[config.mk]
export PLATFORM = sky130hd
export DESIGN_NAME = seg_scan_decoder
export DESIGN_NICKNAME = d
export VERILOG_FILES = /design/src/rtl/seg_pkg.sv /design/src/rtl/seg_pattern_decode.sv /design/src/rtl/seg_scan_decoder.sv
export SDC_FILE = /design/constraint.sdc
export NUM_CORES = 1
export LEC_CHECK = 0
export BUFFER_PORTS_ARGS = -buffer_cell sky130_fd_sc_hd__buf_4
export CORE_MARGIN = 2
export CORE_UTILIZATION = 55
export CTS_CLUSTER_DIAMETER = 200
export CTS_CLUSTER_SIZE = 24
export DETAILED_ROUTE_END_ITERATION = 10
export GPL_TIMING_DRIVEN = 0
export PLACE_DENSITY = 0.75
export SETUP_SLACK_MARGIN = 0.1
export SLEW_MARGIN = 10
export SYNTH_ARGS = -nofsm -noshare
export SYNTH_HDL_FRONTEND = slang
export SYNTH_SLANG_ARGS = --single-unit
[constraint.sdc]
create_clock -name clk -period 5.75 [get_ports clk]
set_input_delay 0.2875 -clock clk [delete_from_list [all_inputs] [get_ports clk]]
set_output_delay 0.2875 -clock clk [all_outputs]
set_load 0.01 [all_outputs]
[src/rtl/seg_pkg.sv]
// Shared definitions for the seven-segment scan decoder: segment patterns
// (active-low, bit 6 = A ... bit 0 = G), FSM states and the decode result.
package seg_pkg;

   localparam logic [6:0] SEG_0     = 7'b0000001;
   localparam logic [6:0] SEG_1     = 7'b1001111;
   localparam logic [6:0] SEG_2     = 7'b0010010;
   localparam logic [6:0] SEG_3     = 7'b0000110;
   localparam logic [6:0] SEG_4     = 7'b1001100;
   localparam logic [6:0] SEG_5     = 7'b0100100;
   localparam logic [6:0] SEG_6     = 7'b0100000;
   localparam logic [6:0] SEG_7     = 7'b0001111;
   localparam logic [6:0] SEG_8     = 7'b0000000;
   localparam logic [6:0] SEG_9     = 7'b0001100;
   localparam logic [6:0] SEG_A     = 7'b0001000;
   localparam logic [6:0] SEG_B     = 7'b1100000;
   localparam logic [6:0] SEG_C     = 7'b0110001;
   localparam logic [6:0] SEG_D     = 7'b1000010;
   localparam logic [6:0] SEG_E     = 7'b0110000;
   localparam logic [6:0] SEG_F     = 7'b0111000;
   localparam logic [6:0] SEG_BLANK = 7'b1111111;

   typedef enum logic [1:0] {
      ST_IDLE     = 2'd0,
      ST_SETTLE   = 2'd1,
      ST_CAPTURED = 2'd2
   } seg_state_e;

   typedef struct packed {
      logic [3:0] value;
      logic       blank;
      logic       invalid;
   } seg_dec_t;

endpackage

[src/rtl/seg_pattern_decode.sv]
// Combinational seven-segment pattern to digit decoder.
// SEG_DECODE_HEX_EN adds the A-F glyphs; without it they report invalid.
module seg_pattern_decode
   import seg_pkg::*;
(
   input  logic [6:0] pat_i,
   output seg_dec_t   dec_o
);

   always_comb begin
      dec_o = '{value: 4'h0, blank: 1'b0, invalid: 1'b0};
      case (pat_i)
         SEG_0:     dec_o.value = 4'h0;
         SEG_1:     dec_o.value = 4'h1;
         SEG_2:     dec_o.value = 4'h2;
         SEG_3:     dec_o.value = 4'h3;
         SEG_4:     dec_o.value = 4'h4;
         SEG_5:     dec_o.value = 4'h5;
         SEG_6:     dec_o.value = 4'h6;
         SEG_7:     dec_o.value = 4'h7;
         SEG_8:     dec_o.value = 4'h8;
         SEG_9:     dec_o.value = 4'h9;
`ifdef SEG_DECODE_HEX_EN
         SEG_A:     dec_o.value = 4'hA;
         SEG_B:     dec_o.value = 4'hB;
         SEG_C:     dec_o.value = 4'hC;
         SEG_D:     dec_o.value = 4'hD;
         SEG_E:     dec_o.value = 4'hE;
         SEG_F:     dec_o.value = 4'hF;
`endif
         SEG_BLANK: dec_o.blank = 1'b1;
         default:   dec_o.invalid = 1'b1;
      endcase
   end

endmodule

[src/rtl/seg_scan_decoder.sv]
// Recovers digit values from a multiplexed active-low seven-segment bus and
// delivers whole frames over valid/ready. Hex glyphs need SEG_DECODE_HEX_EN.
//
// state       | meaning
// ST_IDLE     | no single anode active, nothing to capture
// ST_SETTLE   | one anode active, waiting for the pattern to hold stable
// ST_CAPTURED | digit taken for this dwell, waiting for the bus to change
module seg_scan_decoder
   import seg_pkg::*;
#(
   parameter int NUM_DIGITS    = 4,
   parameter int STABLE_CYCLES = 16
) (
   input  logic                    clk,
   input  logic                    rst_n,
   input  logic [NUM_DIGITS-1:0]   an_i,
   input  logic [6:0]              seg_i,
   output logic [4*NUM_DIGITS-1:0] digits_o,
   output logic [NUM_DIGITS-1:0]   blank_o,
   output logic [NUM_DIGITS-1:0]   invalid_o,
   output logic                    frame_valid_o,
   input  logic                    frame_ready_i,
   output logic                    overrun_o
);

   localparam int CNT_W = $clog2(STABLE_CYCLES);
   localparam int IDX_W = (NUM_DIGITS > 1) ? $clog2(NUM_DIGITS) : 1;
   localparam logic [CNT_W-1:0] CNT_MAX = CNT_W'(STABLE_CYCLES - 1);

   logic [NUM_DIGITS-1:0]   an_m_q, an_s_q, an_p_q;
   logic [6:0]              seg_m_q, seg_s_q, seg_p_q;
   logic [CNT_W-1:0]        cnt_q, cnt_d;
   seg_state_e              state_q, state_d;
   logic [NUM_DIGITS-1:0]   seen_q, seen_d;
   logic [4*NUM_DIGITS-1:0] stage_dig_q, stage_dig_d;
   logic [NUM_DIGITS-1:0]   stage_blank_q, stage_blank_d;
   logic [NUM_DIGITS-1:0]   stage_inv_q, stage_inv_d;
   logic [4*NUM_DIGITS-1:0] digits_q, digits_d;
   logic [NUM_DIGITS-1:0]   blank_q, blank_d;
   logic [NUM_DIGITS-1:0]   invalid_q, invalid_d;
   logic                    valid_q, valid_d;
   logic                    overrun_q, overrun_d;

   logic                    sample_chg;
   logic                    an_onehot;
   logic                    cap_en;
   logic [IDX_W-1:0]        slot;
   logic                    complete;
   logic                    accept;
   seg_dec_t                dec;

   seg_pattern_decode u_decode (
      .pat_i (seg_s_q),
      .dec_o (dec)
   );

   // Synchronizers and previous-sample copy idle high like the bus itself.
   always_ff @(posedge clk or negedge rst_n) begin
      if (!rst_n) begin
         an_m_q  <= '1;
         an_s_q  <= '1;
         an_p_q  <= '1;
         seg_m_q <= '1;
         seg_s_q <= '1;
         seg_p_q <= '1;
         cnt_q   <= '0;
      end else begin
         an_m_q  <= an_i;
         an_s_q  <= an_m_q;
         an_p_q  <= an_s_q;
         seg_m_q <= seg_i;
         seg_s_q <= seg_m_q;
         seg_p_q <= seg_s_q;
         cnt_q   <= cnt_d;
      end
   end

   always_comb begin
      sample_chg = (an_s_q != an_p_q) || (seg_s_q != seg_p_q);
      an_onehot  = ($countones(~an_s_q) == 1);
      cnt_d      = cnt_q;
      if (sample_chg)
         cnt_d = '0;
      else if (cnt_q != CNT_MAX)
         cnt_d = cnt_q + 1'b1;
   end

   always_comb begin
      slot = '0;
      for (int k = 0; k < NUM_DIGITS; k++)
         if (!an_s_q[k])
            slot = IDX_W'(k);
   end

   always_ff @(posedge clk or negedge rst_n) begin
      if (!rst_n)
         state_q <= ST_IDLE;
      else
         state_q <= state_d;
   end

   always_comb begin
      state_d = state_q;
      case (state_q)
         ST_IDLE:
            if (an_onehot)
               state_d = ST_SETTLE;
         ST_SETTLE:
            if (!an_onehot)
               state_d = ST_IDLE;
            else if (cnt_d == CNT_MAX)
               state_d = ST_CAPTURED;
         ST_CAPTURED:
            if (sample_chg)
               state_d = an_onehot ? ST_SETTLE : ST_IDLE;
         default:
            state_d = ST_IDLE;
      endcase
   end

   // Capture lands on the edge where the count reaches its terminal value,
   // i.e. 2+STABLE_CYCLES edges after the bus value was first presented.
   always_comb begin
      cap_en = (state_q == ST_SETTLE) && an_onehot && (cnt_d == CNT_MAX);
   end

   always_comb begin
      complete      = &seen_q;
      accept        = valid_q && frame_ready_i;
      stage_dig_d   = stage_dig_q;
      stage_blank_d = stage_blank_q;
      stage_inv_d   = stage_inv_q;
      seen_d        = seen_q;
      if (cap_en) begin
         stage_dig_d[4*slot +: 4] = dec.value;
         stage_blank_d[slot]      = dec.blank;
         stage_inv_d[slot]        = dec.invalid;
         seen_d[slot]             = 1'b1;
      end
      if (complete)
         seen_d = '0;
   end

   always_comb begin
      digits_d  = digits_q;
      blank_d   = blank_q;
      invalid_d = invalid_q;
      valid_d   = valid_q;
      overrun_d = overrun_q;
      if (accept) begin
         valid_d   = 1'b0;
         overrun_d = 1'b0;
      end
      if (complete) begin
         if (!valid_q || accept) begin
            digits_d  = stage_dig_q;
            blank_d   = stage_blank_q;
            invalid_d = stage_inv_q;
            valid_d   = 1'b1;
         end else begin
            overrun_d = 1'b1;
         end
      end
   end

   always_ff @(posedge clk or negedge rst_n) begin
      if (!rst_n) begin
         seen_q        <= '0;
         stage_dig_q   <= '0;
         stage_blank_q <= '0;
         stage_inv_q   <= '0;
         digits_q      <= '0;
         blank_q       <= '0;
         invalid_q     <= '0;
         valid_q       <= 1'b0;
         overrun_q     <= 1'b0;
      end else begin
         seen_q        <= seen_d;
         stage_dig_q   <= stage_dig_d;
         stage_blank_q <= stage_blank_d;
         stage_inv_q   <= stage_inv_d;
         digits_q      <= digits_d;
         blank_q       <= blank_d;
         invalid_q     <= invalid_d;
         valid_q       <= valid_d;
         overrun_q     <= overrun_d;
      end
   end

   assign digits_o      = digits_q;
   assign blank_o       = blank_q;
   assign invalid_o     = invalid_q;
   assign frame_valid_o = valid_q;
   assign overrun_o     = overrun_q;

endmodule

==> results.md <==
* Status: finished, violations left
* Violated checks: negative hold slack
* Post-synth EDFFs at 0
* Leading area contributor after synthesis: dfrtp_1
* Maximum fanout along the worst path at 10
* Worst Path Required at roughly 6.0 ns
* Layout cell share with drive strength beyond 1 at around two fifths
* Hold WS at -0.0202 ns
* Post-Place Cells at between 400 and 500
* IO Count at 40
* Post-synth cell types at 52
* CTS buffer count at 9
* Die X at approximately 90 um
* Cell-internal power at around 0.87 mW
* Psw at just under 0.3 mW
* Flops & latches, synth at 93
* Pin count of the biggest net entering global routing at 94
* Commonest register cell after synthesis: dfrtp_1
* Top area cells in the synthesized netlist: dfrtp_1 (37%), dfstp_2 (21%), mux2_2 (11%)
* Max-cap viol count at 0
* Synth warn at 0
* TritonCTS Sinks at slightly above 90
* Worst slew pin tran at around 0.87 ns
* Most frequent cells after synthesis: dfrtp_1 (60), mux2_2 (41), dfstp_2 (33)
* CTS resizes at 0
* Comb power frac at between 7 and 8%
* Pwr Density at approximately 250 nW/um^2
* Final Cycle Share at 62.5%
* Hold WC Path Type: input pin to async pin
* Global Route Usage Sum at ~18%
* Antenna viol nets, final at 0
* Part of the power in registers at 59.2%
* CTS tree: done
* Setup violators final at 0
* Post-CTS Hold Fix Bufs at 0
* Max Root-Sink Buffers at 2
* Syn Std Cell Area at about 4000 um^2
* WP data arrival at 3.84 ns
* Fmax at 278 MHz
* Dpl hpwl at between 4000 and 5000 um
* Worst-path clk slew at 0.09 ns
* Vias/cell at between 5 and 6
* FF-to-FF Start: an_s_q[3]
* Switching share of power at between 20% and 30%
* Die area at 8060 um^2
* Placed inst area at 4460 um^2
* Total number of vias at between 2000 and 2500
* Core box area at about 7200 um^2
* Synthesized area per cell at roughly 13 um^2
* Row count at 31
* Design area at about 4600 um^2
* CTS H-tree depth at 3
* Die Height at ~90 um
* Grt total ovfl at 0
* Max_slew headroom at around two fifths
* Post-synth top area share at a little under two fifths
* Buffers on Ports at 39
* Reg2reg end: stage_blank_q[0]
* Nets@finish at between 300 and 400
* Total power at between 1 and 1.5 mW
* Post-CTS Setup Bufs at 0
* R2r setup slk at about 2.2 ns
* Sequential area share after synthesis at about three fifths
* Worst R2R Path Depth at 10
* Post-synthesis cell count at around 300
* CTS Root Cell: clkbuf_8
* Layout Cells excl Fill at 463
* Antenna diodes at 0
* Area Overhead vs Synth at 14.7%
* Routed WL per cell at 14.9 um
* Final Critical Period at between 3 and 4 ns
* Most common cell in the netlist: dfrtp_1
* Worst clock skew at between 0.01 and 0.015 ns
* Ys async rst share at 100%
* Antenna violations before repair at 0
* Crit end category: register
* Peak VDD IR at about 0.19 mV
* Syn nets at about 340
* CP Class: register to register
* Startpoint types: register
* Gpl congestion at roughly 0.81
* Setup repair after global routing missed its margin: false
* Final Hold Fails at 31
* Vias in the first global route at 2428
* Final Slew Violations at 0
* Initial DRC count at between 90 and 100
* Worst-Skew Late Latency at between 0.3 and 0.4 ns
* Leak pwr at 2.16 nW
* Drt drc at 0
* 1st-pass router iterations at 4
* First-pass GRT wire length at roughly 12000 um
* Initial Util at roughly 56%
* TNS Setup at 0 ns
* Fillers at 570
* Clk pwr share at between 30% and 40%
* WL final at 6880 um
registers in the layout, summed over array words and instances (netlist names):
signal	count
an_p_q	4
invalid_o	4
stage_blank_q	4
an_s_q	4
seg_m_q	7
an_m_q	4
stage_dig_q	16
cnt_q	4
stage_inv_q	4
state_q	2
seen_q	4
frame_valid_o	1
digits_o	16
blank_o	4
seg_s_q	7
seg_p_q	7
overrun_o	1
power by group through the flow:
stage               clock, mW  sequential, mW  combinational, mW
floorplan                   0           0.697             0.0535
global placement            0           0.699             0.0842
detailed placement          0           0.700             0.0866
CTS                     0.400           0.688             0.0868
global route            0.429           0.690             0.0987
finish                  0.388           0.688             0.0865
cell usage in the layout, fill, tap and decap left out, types with 4 or more instances in the layout:
| cell type | netlist | final |
|---|---|---|
| buf_4 | 0 | 38 |
| nor2_1 | 28 | 28 |
| dfstp_2 | 33 | 33 |
| inv_1 | 11 | 11 |
| dfrtp_1 | 60 | 60 |
| xor2_1 | 8 | 8 |
| xnor2_1 | 6 | 6 |
| a22o_1 | 5 | 5 |
| nand3_1 | 13 | 13 |
| a21oi_1 | 5 | 5 |
| clkbuf_8 | 0 | 9 |
| nand2_1 | 5 | 5 |
| ha_1 | 11 | 11 |
| clkbuf_1 | 10 | 10 |
| nor4_2 | 4 | 4 |
| nand4_1 | 4 | 4 |
| mux2_2 | 41 | 41 |
| nor4_1 | 4 | 4 |
| o21a_1 | 6 | 6 |
worst max path at each step:
stage                     startpoint                to  slack (ns)  cells past startpoint
after floorplan            an_s_q[1]   stage_dig_q[12]        2.55                     10
after global placement     an_s_q[1]  stage_blank_q[0]        2.27                     10
after detailed placement   an_s_q[3]    stage_inv_q[0]        2.22                     10
after CTS                  an_s_q[3]  stage_blank_q[0]        2.20                     10
after global routing       an_s_q[3]  stage_blank_q[0]        1.97                     10
final                      an_s_q[3]  stage_blank_q[0]        2.15                     10
cell families after synthesis:
logic type                 share of synthesized area, %
adders and majority gates                          3.90
DFF                                                58.6
xor gates and xnor gates                           3.43
muxes                                              13.0
and+or+nand+nor                                    12.7
buffers and inverters                              2.85
AOI/OAI and AO/OA                                  5.54
routing by layer:
layer / global-route usage [%] / vias up / share of wire, %
li1: - / 1187 / -
met1: 23.8 / 1246 / 46
met2: 28.8 / 55 / 48
met3: 4.44 / 9 / 4.6
met4: 7.44 / 0 / 1.4
met5: 0 / - / 0
critical path, cell delays in order (launching register included):
cell	delay, ns
dfstp_2	0.59
fa_1	0.42
inv_1	0.07
ha_1	0.13
ha_1	0.21
or3b_2	0.51
nor2_1	0.27
buf_2	0.28
nand3_1	0.10
nor4_1	0.49
mux2_2	0.40
stage by stage:
step                utilization, %  setup WS [ns]
floorplan                        -           2.55
global placement              62.2           2.27
detailed placement            62.2           2.22
CTS                           64.6           2.20
global route                  64.7           1.97
finish                        64.7           2.15
final cells by class:
cell class	instances	area, um^2	share of cell area (%)
buffer	15	73.8	1.59
clock inverter	7	50.0	1.08
clock buffer	9	124	2.67
sequential	93	2370	51.1
multi-input combinational	190	1560	33.7
timing repair buffer	39	297	6.39
tap	99	124	2.67
inverter	11	41.3	0.890
Power figures use the tool's default switching activity.
